--- config.mk ---
export PLATFORM = sky130hd
export DESIGN_NAME = icache
export DESIGN_NICKNAME = d
export VERILOG_FILES = /design/src/rtl/cache_types_pkg.sv /design/src/rtl/cpu_types_pkg.sv /design/src/rtl/icache.sv
export SDC_FILE = /design/constraint.sdc
export NUM_CORES = 1
export LEC_CHECK = 0
export BUFFER_PORTS_ARGS = -buffer_cell sky130_fd_sc_hd__buf_2
export CORE_ASPECT_RATIO = 1.75
export CORE_UTILIZATION = 25
export DETAILED_ROUTE_END_ITERATION = 8
export HOLD_SLACK_MARGIN = 0.15
export PLACE_DENSITY = 0.43
export SLEW_MARGIN = 30
export SYNTH_ARGS = -nofsm -noshare
export SYNTH_HDL_FRONTEND = slang
export SYNTH_SLANG_ARGS = --single-unit
--- constraint.sdc ---
create_clock -name CLK -period 7.8 [get_ports CLK]
set_clock_uncertainty 0.15 [all_clocks]
set_input_delay 1.17 -clock CLK [delete_from_list [all_inputs] [get_ports CLK]]
set_output_delay 1.17 -clock CLK [all_outputs]
set_load 0.02 [all_outputs]
--- src/rtl/cache_types_pkg.sv ---
// Cache controller state encodings.
package cache_types_pkg;
   typedef enum logic {
      IDLE  = 1'b0,
      FETCH = 1'b1
   } icache_state_t;
endpackage

--- src/rtl/cpu_types_pkg.sv ---
// Shared CPU-wide types: word type and the instruction cache address/frame layouts
// for the default 16-frame cache (26-bit tag, 4-bit index, 2-bit byte offset).
package cpu_types_pkg;
   typedef logic [31:0] word_t;

   localparam int ITAG_W = 26;
   localparam int IIDX_W = 4;
   localparam int IBYT_W = 2;

   typedef struct packed {
      logic [ITAG_W-1:0] tag;
      logic [IIDX_W-1:0] idx;
      logic [IBYT_W-1:0] bytoff;
   } icachef_t;

   typedef struct packed {
      logic              valid;
      logic [ITAG_W-1:0] tag;
      word_t             data;
   } icache_frame_t;
endpackage

--- src/rtl/icache.sv ---
// Direct-mapped, read-only instruction cache: combinational hit path, single-word
// miss fetch from memory, and saturating hit/miss counters.
module icache
   import cpu_types_pkg::*;
   import cache_types_pkg::*;
#(
   parameter int SETS = 16
) (
   input  logic        CLK,
   input  logic        nRST,
   input  logic        imemREN,
   input  word_t       imemaddr,
   output logic        ihit,
   output word_t       imemload,
   output logic        iREN,
   output word_t       iaddr,
   input  logic        iwait,
   input  word_t       iload,
   output word_t       hit_count,
   output word_t       miss_count
);
   localparam int IDX_W = $clog2(SETS);
   localparam int TAG_W = 30 - IDX_W;

   icache_state_t state_q, state_d;
   logic [29:0]      miss_addr_q, miss_addr_d;
   logic [SETS-1:0]  valid_q;
   logic [TAG_W-1:0] tag_q  [SETS];
   word_t            data_q [SETS];
   word_t            hit_cnt_q, hit_cnt_d;
   word_t            miss_cnt_q, miss_cnt_d;

   logic [IDX_W-1:0] req_idx, fill_idx;
   logic [TAG_W-1:0] req_tag, fill_tag;
   logic             hit, fill;
   logic             unused_byte_off;

   assign req_idx         = imemaddr[IDX_W+1:2];
   assign req_tag         = imemaddr[31:IDX_W+2];
   assign fill_idx        = miss_addr_q[IDX_W-1:0];
   assign fill_tag        = miss_addr_q[29:IDX_W];
   assign unused_byte_off = ^imemaddr[1:0];

   assign hit = imemREN && valid_q[req_idx] && (tag_q[req_idx] == req_tag);

   always_comb begin
      state_d     = state_q;
      miss_addr_d = miss_addr_q;
      hit_cnt_d   = hit_cnt_q;
      miss_cnt_d  = miss_cnt_q;
      ihit        = 1'b0;
      imemload    = '0;
      iREN        = 1'b0;
      iaddr       = '0;
      fill        = 1'b0;
      case (state_q)
         IDLE: begin
            if (hit) begin
               ihit     = 1'b1;
               imemload = data_q[req_idx];
               if (hit_cnt_q != '1) hit_cnt_d = hit_cnt_q + 32'd1;
            end else if (imemREN) begin
               miss_addr_d = imemaddr[31:2];
               if (miss_cnt_q != '1) miss_cnt_d = miss_cnt_q + 32'd1;
               state_d = FETCH;
            end
         end
         FETCH: begin
            // The fill always completes to the latched address, whatever the datapath does now.
            iREN  = 1'b1;
            iaddr = {miss_addr_q, 2'b00};
            if (!iwait) begin
               fill    = 1'b1;
               state_d = IDLE;
            end
         end
         default: state_d = IDLE;
      endcase
   end

   always_ff @(posedge CLK or negedge nRST) begin
      if (!nRST) begin
         state_q     <= IDLE;
         miss_addr_q <= '0;
         valid_q     <= '0;
         hit_cnt_q   <= '0;
         miss_cnt_q  <= '0;
      end else begin
         state_q     <= state_d;
         miss_addr_q <= miss_addr_d;
         hit_cnt_q   <= hit_cnt_d;
         miss_cnt_q  <= miss_cnt_d;
         if (fill) valid_q[fill_idx] <= 1'b1;
      end
   end

   // Tag and data need no reset: the valid bits gate them, and fill is low while in reset.
   always_ff @(posedge CLK) begin
      if (fill) begin
         tag_q[fill_idx]  <= fill_tag;
         data_q[fill_idx] <= iload;
      end
   end

   assign hit_count  = hit_cnt_q;
   assign miss_count = miss_cnt_q;
endmodule

After elaboration in Yosys (flattened, before gate mapping)
Memory sizes are Yosys's and may differ from the RTL's.
Cells that the tools add are included.
{"block": "totals", "wordCells": 42, "mem_count": 2, "mem_bits_rw": 928, "regBits": 111}
{"name": "data_q", "depth": 16, "word_bits": 32, "rd": 1, "rd_clocked_by_memory_dff": 0, "wr": 1, "line": "icache.sv:29", "source": "word_t data_q [SETS];"}
{"name": "tag_q", "depth": 16, "word_bits": 26, "rd": 1, "rd_clocked_by_memory_dff": 0, "wr": 1, "line": "icache.sv:28", "source": "logic [TAG_W-1:0] tag_q [SETS];"}
{"block": "classes", "add_sub_neg": 2, "reduce_logical": 6, "order_cmp": 3, "n_bitwise": 3, "n_eq_ne": 3, "mux": 18}
{"op": "32-bit 2-to-1 mux", "n": 3}
{"op": "32-bit by 1-bit adder with 32-bit output, second input constant", "n": 2}
{"op": "32-bit inequality test, second input constant", "n": 2}
{"op": "26-bit == test", "n": 1}
{"op": "16-bit OR", "n": 1}
{"op": "1-bit 2-to-1 mux", "n": 12}
{"op": "4-bit by 5-bit less-than comparator with 1-bit output, second input constant", "n": 2}
{"op": "3-bit AND reduction", "n": 2}
{"op": "1-bit binary-select mux with 4-bit select", "n": 1}
{"op": "1-bit demux with 4-bit select", "n": 1}
{"op": "4-bit by 1-bit >= comparator with 1-bit output, second input constant", "n": 1}
{"op": "4-bit AND reduction", "n": 1}
{"op": "1-bit logical AND", "n": 3}
{"op": "1-bit inverter", "n": 2}
{"op": "1-bit case mux with 2 select lines", "n": 1}

Depth between registers and ports, before layout
Gate-level depths: netlist (run 1).
{"block": "depth", "depth_word": 6, "mapped_depth": 15, "ltp_nobuf": 9}

Least setup slack after synthesis (run 1)
Ideal clock, no wire load.
{"block": "synth_timing", "kind": "input port to flip-flop", "from": "input port iwait", "to": "register valid_q[3]", "required_ns": 7.561, "setup_ns": 0.089, "arrival_ns": 5.872, "cell_stages": 4, "path_buffers": 0, "setup_slack_ns": 1.689, "cell_sequence": "nor2b_1 -> nand2_1 -> nor3_1 -> or2_2"}
{"block": "synth_between", "elab_chain_len": 2}
{"element": "start, declared", "line": "icache.sv:17", "source": "input logic iwait,"}
{"element": "1-bit 2-to-1 mux", "line": "icache.sv:72", "source": "if (!iwait) begin"}
{"element": "1-bit 2-to-1 mux", "line": "icache.sv:56", "source": "case (state_q)"}
{"element": "end signal, assigned", "line": "icache.sv:85", "source": "valid_q <= '0;"}
{"element": "end signal, assigned by index", "line": "icache.sv:93", "source": "if (fill) valid_q[fill_idx] <= 1'b1;"}
{"element": "end, declared", "line": "icache.sv:27", "source": "logic [SETS-1:0] valid_q;"}
No other way between the ends.
A chain may end at the register's enable or synchronous reset.

Final worst setup path (run 1)
{"block": "layout_timing", "from": "input port imemaddr[3]", "to": "output port imemload[9]"}
{"block": "layout_between", "elab_chain_len": 6, "elab_cells_between_ends": 9, "cone_classes": "1 x eq/ne; 4 x mux; 2 x reduce/logical; 2 x memory"}
{"element": "start, declared", "line": "icache.sv:12", "source": "input word_t imemaddr,"}
{"element": "branches (longest 4 deep; another with memory read 16 x 26 bit)"}
{"element": "32-bit 2-to-1 mux (*)", "line": "icache.sv:58", "source": "if (hit) begin"}
{"element": "32-bit 2-to-1 mux (*)", "line": "icache.sv:56"}
{"element": "end, declared", "line": "icache.sv:14", "source": "output word_t imemload,"}
Every way passes the cells marked *. The select of a mux whose other input is x is not followed.

==> results of run 1 <==
-- routing by layer --
| layer | up-vias | routed length, um | global-route usage (%) |
|---|---|---|---|
| li1 | 8663 | - | - |
| met1 | 11000 | 46200 | 16.6 |
| met2 | 532 | 58900 | 24.1 |
| met3 | 140 | 4910 | 2.04 |
| met4 | 10 | 3080 | 5.26 |
| met5 | - | 60 | 0 |
-- where the power goes --
part	total [mW]	switching [mW]	leakage (nW)	internal, mW
logic	0.918	0.540	4.67	0.378
clock network	4.76	2.14	1.56	2.62
registers	6.63	0.229	9.77	6.40
total	12.3	2.91	16.0	9.41
-- state kept, by name, indices dropped and copies added, names as in the netlist --
name and count:
state_q 1, tag_q 416, miss_count 32, hit_count 32, valid_q 16, data_q 512
miss_addr_q 30
-- stage by stage --
step / hold WS (ns) / instance area [um^2] / std cells / util [%] / worst slack [ns]
2_1_floorplan: 0.284 / 41100 / 1997 / - / 1.69
3_3_place_gp: 0.298 / 44900 / 4328 / 27.5 / 1.41
3_5_place_dp: 0.298 / 45000 / 4331 / 27.6 / 1.44
4_1_cts: 0.273 / 48200 / 4528 / 29.6 / 1.42
5_1_grt: 0.327 / 48200 / 4531 / 29.6 / 1.27
6_report: 0.299 / 48200 / 4532 / 29.6 / 1.55
-- path summary, 6_finish.rpt --
kind,cells past startpoint,from,to,slack (ns)
max,11,imemaddr[3],imemload[9],1.55
min,1,nRST,valid_q[13],0.30
max reg2reg,10,tag_q[14][7],hit_count[30],3.88
min reg2reg,1,valid_q[12],valid_q[12],0.32
max in group asynchronous,2,nRST,miss_addr_q[23],6.05
min in group CLK,1,valid_q[12],valid_q[12],0.32
-- synthesized netlist by cell type, drive strengths merged, types with 16 or more instances --
master,n
and2,35
and3,21
buf,58
clkbuf,39
dfrtp,111
edfxtp,928
inv,16
mux2,46
mux2i,72
mux4,238
nand2,41
nand3,33
nand4,23
nor2,36
nor2b,47
nor3,22
or2,17
xnor2,55
xor2,36
-- worst register-to-register path: cells and delay by family, from the launching register on --
family	cells	cell delay, ns
AO/OA/AOI/OAI	4	1.43
multiplexers	3	1.00
flip-flops	1	0.36
AND/OR/NAND/NOR	2	0.57
buffers and inverters	1	0.31
-- kinds of logic after synthesis --
| group | Yosys count | share of synthesized area, % |
|---|---|---|
| flip-flops | 1039 | 74.5 |
| multiplexers | 356 | 16.1 |
| AND/OR/NAND/NOR | 317 | 4.49 |
| buffers and inverters | 114 | 1.46 |
| XOR/XNOR | 91 | 1.94 |
| AO/OA/AOI/OAI | 76 | 1.45 |
| adder cells (fa/ha/maj) | 2 | 0.0609 |
| other | 1 | 0.00912 |
-- layout make-up --
type,count,share of cell area [%]
clock inverter,68,0.957
clock buffer,129,5.68
tap,2178,5.65
inverter,17,0.140
antenna,2,0.0104
timing repair buffer,255,3.35
multi-input combinational,844,20.7
sequential,1039,63.5
-- cell usage in the layout (no fill, tap or decap), types with 9 or more instances in the layout --
cell	synthesis	final
a221oi_1	11	11
a22oi_1	11	11
and2_1	35	35
and3_1	21	21
buf_2	19	189
buf_4	15	49
clkbuf_1	39	23
clkbuf_16	0	106
clkinv_1	1	32
clkinv_2	0	22
dfrtp_1	111	111
edfxtp_1	928	928
inv_1	15	14
mux2_2	44	44
mux2i_1	72	72
mux4_2	238	238
nand2_1	41	41
nand2b_1	10	10
nand3_1	33	33
nand4_1	23	23
nor2_1	35	23
nor2_4	0	12
nor2b_1	47	46
nor3_2	9	14
nor4_1	10	10
o21ai_0	9	9
o22ai_1	11	11
or2_2	17	17
xnor2_1	55	55
xor2_1	36	36
==> out/results.tsv, run 1 <==
metric	value	unit
firstDrtPassIters	5	
grt_max_degree	94	
wire_per_inst	25.0	um
crit_arrival	4.93	ns
synth-main-ff-cell	edfxtp_1	
status	finished, final reports clean	
hold_path_class	in -> async	
rsz0062_at_grt	false	
clock_latency	0.74	ns
p_total	12.3	mW
antenna_found_initial	10	
start_kind	primary input	
drive_above_1_share	31.3	%
drv_cap	0	
setup_viol	0	
seq_area	0.0306	mm^2
gr-usage-all-layers	13.7	%
ios	198	
worstPathRequired	6.48	ns
nFillCells	16000	
route.vias.total	20400	
report.final.slew_viol_count	0	
worstPathMaxFanout	49	
initial_core_util	25.2	%
multi_input_area	0.00999	mm^2
cp_top_family	compound AO/OA/AOI/OAI gates	
grt_pass1_vias	22000	
dp_hpwl	62700	um
leakage	16.0	nW
fmax	160	MHz
cts.clk_slew.worst_paths	0.06	ns
totalWireLength	113000	um
vias_per_cell	4.49	
worst-path-buf-inv	3	
power_density	255	mW/mm^2
port_buffers	193	
hold_violations	0	
tritoncts	done	
drc	0	
clockBufferDepth	3	
antenna_left	0	
num_rows	196	
synthArstFlopShare	10.7	%
seq_area_frac_synth	74.5	%
fp.dieH	538	um
cts_resized	0	
htreeDepth	3	
crit_type	in -> out	
cp-end-kind	output pin	
cts_hold_buf	0	
synthCells	1996	
gr-total-overflow	0	
core_area	0.163	mm^2
drt_iter0_drc	1325	
synthTopCellsByArea	edfxtp_1 (68%), mux4_2 (13%), dfrtp_1 (6.8%), mux2i_1 (1.8%), mux2_2 (1.2%)	
synth.largest_area_cell	edfxtp_1	
ir_worst_vdd	0.000164	V
max_stage_delay	0.67	ns
crit_chain	buf_6, mux4_2, mux2i_1, o21ai_0, a211oi_1, a31oi_1, a2111oi_4, nand4b_1, buf_4, nor2b_1, buf_2	
place_congestion	0.731	
cts_buffers	105	
syn_avg_cell_area	20.6	um^2
synth_area	0.0411	mm^2
relSlewSlack	34.8	%
die-area	0.166	mm^2
post_cts_buffers	0	
area_growth	17.4	%
cts.sink_count	1039	
fin_crit_sh	80.1	%
nets	2332	
finalSetupTns	0	ns
slowest_stage	a2111oi_4	
grt_pass1_wl	161000	um
ys_types	67	
min_period	6.25	ns
die_w	309	um
ys_ff_latch	1039	
max_slew.worst_pin.slew	0.978	ns
synth_top_area_share	67.8	%
yosys_warnings	0	
root_buffer	clkbuf_16	
synth-edff-count	928	
(Power assumes the default switching activity.)
==> inputs of run 2 (changes only) <==
--- a/config.mk
+++ b/config.mk
@@ -5,12 +5,13 @@
 export SDC_FILE = /design/constraint.sdc
 export NUM_CORES = 1
 export LEC_CHECK = 0
+export ABC_AREA = 1
 export BUFFER_PORTS_ARGS = -buffer_cell sky130_fd_sc_hd__buf_2
 export CORE_ASPECT_RATIO = 1.75
 export CORE_UTILIZATION = 25
 export DETAILED_ROUTE_END_ITERATION = 8
 export HOLD_SLACK_MARGIN = 0.15
-export PLACE_DENSITY = 0.43
+export PLACE_DENSITY = 0.45
 export SLEW_MARGIN = 30
 export SYNTH_ARGS = -nofsm -noshare
 export SYNTH_HDL_FRONTEND = slang
==> constraint.sdc (replaced) <==
create_clock -name CLK -period 5.55 [get_ports CLK]
set_clock_uncertainty 0.15 [all_clocks]
set_input_delay 0.8325 -clock CLK [delete_from_list [all_inputs] [get_ports CLK]]
set_output_delay 0.8325 -clock CLK [all_outputs]
set_load 0.02 [all_outputs]
==> out/results.tsv, run 2 <==
metric	value	unit
drive_above_1_share	11.0	%
r2r_slack	1.94	ns
ir_worst_vdd	0.000221	V
drt_iter0_drc	2052	
totalWireLength	137000	um
finalSetupTns	0	ns
antenna_found_initial	15	
crit_type	in -> out	
cts.sink_count	1039	
tritoncts	done	
report.final.slew_viol_count	0	
place_congestion	0.817	
p_total	17.6	mW
cts.clk_slew.worst_paths	0.06	ns
setup_viol	0	
ys_types	33	
layout_commonest_cell	nand2_1	
dp_hpwl	75700	um
timing.final.ws_setup	0.588	ns
syn_avg_cell_area	11.1	um^2
synth_area	0.0438	mm^2
rsz0062_at_grt	false	
port_buffers	193	
power_density	343	mW/mm^2
max_slew.worst_pin.slew	0.932	ns
crit_arrival	3.98	ns
synth_common_cells	nand2_1 (1166), edfxtp_1 (928), nand3_1 (328)	
worstPathRequired	4.57	ns
grt_pass1_vias	29400	
ios	198	
rr_endpoint	data_q[14][29]	
status	finished, final reports clean	
hold_path_class	in -> reg	
route.vias.total	30000	
synth_top_area_share	63.6	%
antenna_left	0	
wire_per_inst	21.3	um
area_growth	17.0	%
drv_cap	0	
min_period	4.96	ns
clock_latency	0.74	ns
core_area	0.173	mm^2
firstDrtPassIters	5	
hold_end	miss_addr_q[20]	
drc	0	
synth-edff-count	928	
top_regs	data_q x512, tag_q x416	
r2r_cells	5	
nFillCells	17900	
largest_reg_flops	512	
synth.largest_area_cell	edfxtp_1	
synth-main-ff-cell	edfxtp_1	
yosys_warnings	0	
start_kind	primary input	
seq_area_frac_synth	70.0	%
nets	4170	
r2r_start	state_q	
fin_crit_sh	89.4	%
die-area	0.177	mm^2
synthArstFlopShare	10.7	%
leakage	19.5	nW
yosys.cell_count.top_type	nand2_1	
cp-end-kind	output pin	
pre_cts_slack	0.603	ns
vias_per_cell	4.67	
htreeDepth	3	
num_rows	202	
grt_max_degree	139	
mostFrequentLayoutCells	nand2_1 (1166), edfxtp_1 (928), nand3_1 (327), inv_1 (285), a21oi_1 (265)	
synthCells	3949	
cts_resized	0	
holdPathStages	3	
gr-total-overflow	0	
hp-start	imemaddr[22]	
cts_buffers	103	
synthTopCellsByArea	edfxtp_1 (64%), nand2_1 (10%), dfrtp_1 (6.3%), nand3_1 (3.7%), a21oi_1 (3.0%)	
hold_violations	0	
fmax	202	MHz
grt_pass1_wl	200000	um
initial_core_util	25.3	%
die_w	318	um
largest-register	data_q	
root_buffer	clkbuf_16	
worstPathMaxFanout	57	
clockBufferDepth	3	
gr-usage-all-layers	15.2	%
relSlewSlack	37.9	%
ys_ff_latch	1039	
fp.dieH	556	um
==> run 2: cell types whose count changed after synthesis, moves of 49 or more <==
cell / delta
nand2_1: +1125
mux4_2: -238
a21oi_1: +258
o21ai_0: +87
nor2_1: +155
nand4_1: +82
buf_2: +49
inv_1: +272
mux2i_1: -72
nand3_1: +295
a221oi_1: +105
clkbuf_1: +90
==> run 2: final cells by class <==
class	instances	area, um^2	area share [%]
flip-flops and latches	1039	30600	59.8
multi-input cells	2380	11200	21.8
well taps	2244	2810	5.48
clock buffers	132	2770	5.40
repair buffers	286	2170	4.24
inverters	290	1110	2.17
clock inverters	51	573	1.12
diodes	5	12.5	0.0244
==> run 2: routing by layer <==
layer | GRT usage, % | vias up | share of wire (%)
met2 | 27.4 | 607 | 51
met3 | 1.88 | 161 | 3.6
met4 | 4.48 | 14 | 2.2
met5 | 0 | - | 0.066
li1 | - | 14100 | -
met1 | 18.8 | 15200 | 43
==> run 2: how the worst max path moves through the flow <==
stage	start	to	cells past startpoint
2_1_floorplan	iwait	data_q[10][0]	3
3_3_place_gp	imemaddr[2]	imemload[21]	19
3_5_place_dp	imemaddr[2]	imemload[21]	19
4_1_cts	imemaddr[2]	imemload[21]	19
5_1_grt	imemaddr[2]	imemload[21]	19
6_report	imemaddr[2]	imemload[21]	19
==> run 2: kinds of logic (layout without fill, tap and decap cells) <==
family / Yosys count / after routing / share of synthesized area, %
other: 1 / 7 / 0.00857
AND/OR/NAND/NOR: 1818 / 1818 / 17.3
AO/OA/AOI/OAI: 528 / 528 / 7.23
adder cells (fa/ha/maj): 2 / 2 / 0.0571
flip-flops: 1039 / 1039 / 70.0
XOR/XNOR: 30 / 30 / 0.600
buffers and inverters: 531 / 759 / 4.83
==> run 2: critical path: stages <==
cell,delay [ns]
buf_8,0.14
inv_8,0.31
buf_12,0.26
nor2_1,0.06
nor2_1,0.08
o21ai_1,0.07
nand3_1,0.09
nand3_1,0.20
nand2_1,0.14
nand2_1,0.06
nand2_1,0.07
nand2_1,0.10
nor2_1,0.11
nand3_1,0.12
nor2_4,0.19
nand2_2,0.10
buf_12,0.20
a21oi_1,0.45
buf_2,0.26
==> run 2: where the power goes <==
part,total [mW],switching (mW),internal [mW]
registers,9.19,0.296,8.90
logic,1.36,0.995,0.367
clock network,7.02,3.11,3.91
total,17.6,4.40,13.2
==> run 2: per-stage QoR <==
| step | utilization [%] | cell area, um^2 | instances | hold WS, ns |
|---|---|---|---|---|
| after global routing | 29.6 | 51200 | 6424 | 0.227 |
| after detailed placement | 27.6 | 47900 | 6238 | 0.297 |
| final | 29.6 | 51200 | 6427 | 0.243 |
| after CTS | 29.5 | 51200 | 6422 | 0.171 |
| after floorplan | - | 43800 | 3950 | 0.278 |
| after global placement | 27.5 | 47700 | 6232 | 0.289 |
==> run 2: timing repair <==
action | CTS | global route
endpoints found under the hold margin | 53 | 0
buffers inserted | 0 | 0
hold buffers | 1 | 0
